<file path="src/rtl/load_store_unit.sv">
// load_store_unit: LOAD/STORE/LOADI/STOREI sequencer with MAR/MBR registers,
// a req/ack memory port with timeout abort, and a registered accumulator port.
module load_store_unit #(
  parameter int DATA_W = 16,
  parameter int ADDR_W = 12,
  parameter int TIMEOUT = 255
) (
  input  logic              clk,
  input  logic              rst,
  input  logic              start,
  input  logic [1:0]        op,
  input  logic [ADDR_W-1:0] x,
  input  logic [DATA_W-1:0] ac_in,
  output logic              busy,
  output logic              done,
  output logic              err,
  output logic              ac_we,
  output logic [DATA_W-1:0] ac_out,
  output logic              mem_req,
  output logic              mem_we,
  output logic [ADDR_W-1:0] mem_addr,
  output logic [DATA_W-1:0] mem_wdata,
  input  logic [DATA_W-1:0] mem_rdata,
  input  logic              mem_ack
);
  typedef enum logic [2:0] {IDLE, IND, GAP, ACC, WB} state_t;
  localparam int CW = $clog2(TIMEOUT + 1);
  state_t state;
  logic [1:0] op_r;
  logic [ADDR_W-1:0] mar;
  logic [DATA_W-1:0] mbr;
  logic [CW-1:0] cnt;
  logic expired;
  // The edge that would see the TIMEOUT-th unacknowledged request cycle aborts.
  assign expired = cnt == CW'(TIMEOUT - 1);
  assign busy = state != IDLE;
  assign mem_req = state == IND || state == ACC;
  assign mem_we = state == ACC && op_r[0];
  assign mem_addr = mar;
  assign mem_wdata = mbr;
  always_ff @(posedge clk or posedge rst) begin
    if (rst) begin
      state <= IDLE;
      op_r <= '0;
      mar <= '0;
      mbr <= '0;
      cnt <= '0;
      ac_out <= '0;
      done <= 1'b0;
      err <= 1'b0;
      ac_we <= 1'b0;
    end else begin
      done <= 1'b0;
      err <= 1'b0;
      ac_we <= 1'b0;
      case (state)
        IDLE: if (start) begin
          mar <= x;
          mbr <= ac_in;
          op_r <= op;
          cnt <= '0;
          state <= op[1] ? IND : ACC;
        end
        GAP: begin
          cnt <= '0;
          state <= ACC;
        end
        IND, ACC: if (mem_ack) begin
          // Ack wins over a coincident timeout.
          if (state == IND) mar <= mem_rdata[ADDR_W-1:0];
          if (state == ACC && !op_r[0]) mbr <= mem_rdata;
          done <= state == ACC && op_r[0];
          state <= state == IND ? GAP : (op_r[0] ? IDLE : WB);
        end else if (expired) begin
          done <= 1'b1;
          err <= 1'b1;
          state <= IDLE;
        end else cnt <= cnt + 1'b1;
        WB: begin
          ac_out <= mbr;
          ac_we <= 1'b1;
          done <= 1'b1;
          state <= IDLE;
        end
        default: state <= IDLE;
      endcase
    end
  end
endmodule

</file>
<file path="config.mk">
export PLATFORM = sky130hd
export DESIGN_NAME = load_store_unit
export DESIGN_NICKNAME = d
export VERILOG_FILES = /design/src/rtl/load_store_unit.sv
export SDC_FILE = /design/constraint.sdc
export NUM_CORES = 1
export LEC_CHECK = 0
export BUFFER_PORTS_ARGS = -buffer_cell sky130_fd_sc_hd__buf_2
export CORE_MARGIN = 3
export CORE_UTILIZATION = 25
export DETAILED_ROUTE_END_ITERATION = 7
export PLACE_DENSITY_LB_ADDON = 0.25
export SLEW_MARGIN = 20
export SYNTH_ARGS = -nofsm -noshare
export SYNTH_HDL_FRONTEND = slang
export SYNTH_SLANG_ARGS = --single-unit
</file>
<file path="constraint.sdc">
create_clock -name clk -period 2.2 [get_ports clk]
set_clock_uncertainty 0.1 [all_clocks]
set_input_delay 0.44 -clock clk [delete_from_list [all_inputs] [get_ports clk]]
set_output_delay 0.44 -clock clk [all_outputs]
set_load 0.01 [all_outputs]
</file>
==> impl_metrics.py, run 1 <==
metrics = {
    "timing": {
        "rsz0062_at_grt": "false",
        "clock.fmax_mhz": 487,
        "tns_ns": 0,
        "finalMaxSlewViolations": 0,
        "relSlewSlack_pct": 59.1,
        "setup_viol": 0,
        "min_period_over_period_pct": 93.2,
        "worst_pin_slew_ns": 0.613,
        "fin_crit_ns": 2.05,
        "hold_violations": 0,
        "hold_ws_ns": 0.0499,
    },
    "route": {
        "vias": 2256,
        "post-route-drc-count": 0,
        "met2WireLength_mm": 3.54,
        "antenna_left": 0,
        "top_layer": "met4",
        "first_iter_violations": 75,
        "first_pass_iters": 4,
        "routed-wl-met3_um": 431,
        "wl_per_cell_um": 14.3,
        "wl_mm": 7.18,
        "wirelength_met1_mm": 3.12,
        "viasPerCell": 4.50,
    },
    "pwr": {
        "switching_share_pct": 37.9,
        "vdd_ir_drop_max_mv": 0.451,
        "p_int_mw": 3.23,
        "power_density_nw_per_um2": 1450,
        "p_comb_share_pct": 40.7,
        "seq_power_share_pct": 36.0,
        "leakage_nw": 1.73,
        "power_mw": 5.20,
        "switchingPower_mw": 1.97,
        "clkPwrFrac_pct": 23.3,
    },
    "finish": {
        "multi_input_area_um2": 1100,
        "n_fill_cell": 1088,
        "drive_gt1_share_pct": 40.0,
        "fin_util_pct": 34.3,
        "syn_to_final_growth_pct": 31.9,
        "final_common_cell": "buf_2",
        "seqCellArea_um2": 1480,
        "fin_nets": 412,
        "most-common-layout-cells": "99 x buf_2, 59 x dfrtp_1, 38 x a21oi_1, 25 x nand2_1, 20 x nor2_1",
        "n_antenna_cell": 0,
    },
    "worst_setup_path": {
        "cp_slowest_cell": "dfrtp_1",
        "path_cells": "nand2b_1 -> inv_1 -> buf_4 -> buf_2",
        "r2r_cells": 6,
        "arrival_ns": 1.51,
        "r2r_setup_slack_ns": 0.40,
        "cp-end-kind": "output port",
        "reg2reg_to": "cnt[5]",
        "crit_type": "reg -> out",
        "critPathLaunchType": "register",
        "crit_fanout": 20,
        "slowest_delay_ns": 0.56,
        "cp.depth": 4,
        "crit_buf_inv": 3,
        "r2r_start": "state[0]",
        "cp_top_family": "flip-flops",
        "cp.required_ns": 1.66,
    },
    "floorplanning": {
        "die_w_um": 110,
        "die_area_um2": 12100,
        "ioPinCount": 100,
        "fp.dieH_um": 110,
        "start_util_pct": 26.0,
        "design.core.area_um2": 10400,
        "rows": 37,
    },
    "cts": {
        "holdBufCountCts": 0,
        "cts_buffer_depth": 2,
        "cts_tree": "built",
        "clk_latency_ns": 0.33,
        "post_cts_resized": 0,
        "cts_buffers": 9,
        "cts.sinks": 59,
        "ctsRootBufferMaster": "clkbuf_8",
        "h-tree-depth": 3,
        "cts_setup_buffers": 0,
        "cts.reportedPaths.clkPinSlew_ns": 0.07,
    },
    "grt": {
        "grt_usage_pct": 12.0,
        "grt_max_degree": 60,
        "gr-total-overflow": 0,
        "grt_pass1_vias": 2115,
        "grt_pass1_wl_mm": 10.9,
        "antenna_found_initial": 0,
    },
    "yosys": {
        "synth-edff-count": 0,
        "ys_ff_latch": 59,
        "synthSimpleGateAreaFrac_pct": 14.0,
        "ys.flop_type": "dfrtp_1",
        "synthMuxAreaShare_pct": 7.80,
        "synth_seq_area_share_pct": 54.4,
        "syn-num-nets": 316,
        "synthArstFlopShare_pct": 100,
        "synth_compound_area_share_pct": 17.8,
        "synthXorXnorAreaFrac_pct": 0,
        "synth_top_family_by_area": "compound AO/OA/AOI/OAI gates",
        "syn-cell-area_um2": 2710,
        "avgSynthCellArea_um2": 10.3,
        "syn_inst": 264,
        "ys_types": 41,
        "yosys.area_share.adder_pct": 0.923,
        "yosysWarnings": 0,
    },
    "hold_path": {
        "hold_path_class": "in -> async",
    },
    "placed_design": {
        "hpwl_mm": 5.02,
        "gp_congestion": 0.806,
        "numPortBuffers": 99,
    },
    "job": {
        "max_cap_violations": 0,
    },
    "run_status": {
        "status": "complete, no violations",
    },
}
-- Yosys cell counts (2+ instances only) --
library cell,count,area share [%]
a21o_1,2,0.55
a21oi_1,38,7.0
a21oi_2,4,1.3
a31oi_1,4,0.92
a31oi_2,2,0.92
and2_1,12,2.8
and3_1,3,0.69
buf_2,4,0.74
buf_4,3,0.83
buf_6,3,1.2
clkbuf_1,9,1.2
dfrtp_1,59,54
ha_1,2,0.92
inv_1,7,0.97
mux2_2,17,7.1
mux2i_1,2,0.74
nand2_1,25,3.5
nand2b_1,2,0.46
nand3_1,5,0.92
nor2_1,20,2.8
nor3_1,4,0.74
o21ai_0,17,3.1
o31ai_1,2,0.55
-- registers in the layout (all words and copies together), names as in the netlist --
register / flops
done: 1
err: 1
ac_out: 16
mem_addr: 12
cnt: 8
op_r: 1
mem_wdata: 16
ac_we: 1
state: 3
-- layout make-up --
cell class,count,area share [%]
sequential,59,41.3
multi-input combinational,179,30.9
timing repair buffer,104,15.6
tap,136,4.76
clock buffer,11,3.95
clock inverter,5,2.80
inverter,7,0.735
-- power by group through the flow --
stage | Combinational [mW] | Clock (mW) | Sequential, mW
6_report | 2.12 | 1.21 | 1.87
3_3_place_gp | 2.13 | 0 | 1.88
3_5_place_dp | 2.17 | 0 | 1.90
5_1_grt | 2.38 | 1.31 | 1.94
4_1_cts | 2.17 | 1.25 | 1.88
2_1_floorplan | 1.27 | 0 | 2.00
-- worst register-to-register path, stage by stage, from the launching register on --
cell	delay, ns
dfrtp_1	0.56
nand2b_1	0.12
inv_1	0.08
buf_4	0.25
nand2_1	0.14
or4_1	0.41
nand3_1	0.09
-- worst max path at each step --
| stage | from | endpoint | slack (ns) |
|---|---|---|---|
| final | state[0] | mem_req | 0.15 |
| after global routing | state[0] | mem_req | 0.04 |
| after CTS | state[0] | mem_req | 0.12 |
| after detailed placement | mem_ack | mem_addr[4] | 0.35 |
| after global placement | mem_ack | mem_addr[7] | 0.38 |
| after floorplan | rst | ac_out[0] | 0.20 |
-- per-layer routing --
metal	vias up	global-route usage, %
met5	-	0
met4	0	3.69
met3	8	3.96
met2	70	18.9
met1	1066	15.6
li1	1112	-
-- logic make-up (layout without fill, tap and decap cells) --
family	count (synthesis)	in the layout
buffers and inverters	26	127
adder cells (fa/ha/maj)	2	2
multiplexers	19	19
flip-flops	59	59
AO/OA/AOI/OAI	79	79
AND/OR/NAND/NOR	79	79
-- through the flow --
| step | worst slack [ns] | instance area (um^2) | std cells |
|---|---|---|---|
| after floorplan | 0.204 | 2710 | 264 |
| after global placement | 0.377 | 3340 | 485 |
| after detailed placement | 0.347 | 3340 | 485 |
| after CTS | 0.120 | 3580 | 501 |
| after global routing | 0.0394 | 3580 | 501 |
| final | 0.149 | 3580 | 501 |
Power figures use the tool's default switching activity.
==> run 2, diff against run 1 <==
--- a/config.mk
+++ b/config.mk
@@ -9,6 +9,7 @@
 export CORE_MARGIN = 3
 export CORE_UTILIZATION = 25
 export DETAILED_ROUTE_END_ITERATION = 7
+export HOLD_SLACK_MARGIN = 0.08
 export PLACE_DENSITY_LB_ADDON = 0.25
 export SLEW_MARGIN = 20
 export SYNTH_ARGS = -nofsm -noshare
==> run 2 against run 1 <==
Hold slack better by 0.19 ns. Critical path type unchanged. Count of clock-buffer cells in the layout unchanged. Final cell count up 0.20%. Largest cell class unchanged. Clock power about the same. Critical path depth unchanged. Utilization up 0.096 points.
==> impl_metrics.py, run 2 (synthesis gave the netlist of run 1 again) <==
metrics = {
    "run_status": {
        "status": "complete, no violations",
    },
    "finish": {
        "final_common_cell": "buf_2",
        "syn_to_final_growth_pct": 32.2,
        "fin_nets": 413,
        "drive_gt1_share_pct": 39.9,
        "n_fill_cell": 1087,
        "most-common-layout-cells": "99 x buf_2, 59 x dfrtp_1, 38 x a21oi_1, 25 x nand2_1, 20 x nor2_1",
        "n_antenna_cell": 0,
        "fin_cells": 502,
    },
    "hold_path": {
        "hold_path_class": "in -> reg",
        "whs_path_depth": 2,
        "worstHoldStart": "op[0]",
        "hold_end": "op_r[0]",
    },
    "cts": {
        "h-tree-depth": 3,
        "cts_buffers": 9,
        "holdBufCountCts": 1,
        "clk_latency_ns": 0.33,
        "cts_setup_buffers": 0,
        "cts_buffer_depth": 2,
        "ctsRootBufferMaster": "clkbuf_8",
        "post_cts_resized": 0,
        "cts.reportedPaths.clkPinSlew_ns": 0.07,
        "cts.sinks": 59,
        "cts_tree": "built",
    },
    "route": {
        "viasPerCell": 4.48,
        "first_pass_iters": 5,
        "wl_mm": 7.21,
        "first_iter_violations": 80,
        "vias": 2250,
        "antenna_left": 0,
        "wl_per_cell_um": 14.4,
        "post-route-drc-count": 0,
    },
    "pwr": {
        "p_comb_share_pct": 40.7,
        "switchingPower_mw": 1.97,
        "power_density_nw_per_um2": 1450,
        "clkPwrFrac_pct": 23.3,
        "vdd_ir_drop_max_mv": 0.451,
        "p_int_mw": 3.23,
        "switching_share_pct": 37.8,
        "seq_power_share_pct": 36.0,
        "leakage_nw": 1.73,
    },
    "timing": {
        "relSlewSlack_pct": 58.7,
        "fin_crit_ns": 2.06,
        "worst_pin_slew_ns": 0.620,
        "tns_ns": 0,
        "rsz0062_at_grt": "false",
        "setup_viol": 0,
        "clock.fmax_mhz": 486,
        "min_period_over_period_pct": 93.4,
        "finalMaxSlewViolations": 0,
        "hold_violations": 0,
    },
    "floorplanning": {
        "die_area_um2": 12100,
        "fp.dieH_um": 110,
        "rows": 37,
        "start_util_pct": 26.0,
        "ioPinCount": 100,
        "design.core.area_um2": 10400,
        "die_w_um": 110,
    },
    "worst_setup_path": {
        "r2r_start": "state[0]",
        "cp-end-kind": "output port",
        "cp.required_ns": 1.66,
        "arrival_ns": 1.52,
        "reg2reg_to": "cnt[5]",
        "crit_type": "reg -> out",
        "critPathLaunchType": "register",
        "r2r_cells": 6,
        "crit_fanout": 20,
        "r2r_setup_slack_ns": 0.40,
    },
    "placed_design": {
        "hpwl_mm": 5.02,
        "post-place-cells": 485,
        "numPortBuffers": 99,
        "gp_congestion": 0.806,
    },
    "grt": {
        "grt_pass1_vias": 2115,
        "grt_pass1_wl_mm": 10.9,
        "grt_usage_pct": 12.0,
        "grt_max_degree": 60,
        "antenna_found_initial": 0,
        "gr-total-overflow": 0,
    },
    "job": {
        "max_cap_violations": 0,
    },
}
-- run 2: worst max-delay path: stages, from the launching register on --
cell,delay (ns)
dfrtp_1,0.56
nand2b_1,0.12
inv_1,0.08
buf_4,0.25
buf_2,0.18
-- run 2: worst max-delay path by stage --
stage | start | cells past startpoint | slack (ns) | to
2_1_floorplan | rst | 1 | 0.20 | ac_out[0]
3_3_place_gp | mem_ack | 5 | 0.38 | mem_addr[7]
3_5_place_dp | mem_ack | 5 | 0.35 | mem_addr[4]
4_1_cts | state[0] | 4 | 0.12 | mem_req
5_1_grt | state[0] | 4 | 0.04 | mem_req
6_report | state[0] | 4 | 0.14 | mem_req
-- run 2: power groups by stage --
stage | logic [mW] | registers [mW] | clock network [mW]
floorplan | 1.27 | 2.00 | 0
finish | 2.12 | 1.87 | 1.21
global route | 2.38 | 1.94 | 1.31
CTS | 2.17 | 1.88 | 1.25
detailed placement | 2.17 | 1.90 | 0
global placement | 2.13 | 1.88 | 0
-- run 2: cell type report --
type | count | area (um^2) | share of cell area, %
clock buffer | 11 | 141 | 3.94
clock inverter | 5 | 100 | 2.79
inverter | 7 | 26.3 | 0.732
multi-input combinational | 179 | 1100 | 30.8
sequential | 59 | 1480 | 41.2
tap | 136 | 170 | 4.74
timing repair buffer | 105 | 568 | 15.8
-- run 2: layer usage --
layer  share of wire, %  wire (um)  GRT usage, %
met4               0.97         70          3.69
met1                 44       3180          15.6
met5                  0          0             0
met2                 50       3580          18.9
met3                5.3        384          3.96
-- run 2: metrics by stage --
| step | power, mW | instance area [um^2] | hold slack, ns | setup WS (ns) | util [%] |
|---|---|---|---|---|---|
| floorplan | 3.28 | 2710 | 0.332 | 0.204 | - |
| global placement | 4.01 | 3340 | 0.359 | 0.377 | 32.0 |
| detailed placement | 4.06 | 3340 | 0.366 | 0.347 | 32.0 |
| CTS | 5.30 | 3590 | 0.222 | 0.120 | 34.4 |
| global route | 5.63 | 3590 | 0.230 | 0.0394 | 34.4 |
| finish | 5.20 | 3590 | 0.241 | 0.144 | 34.4 |
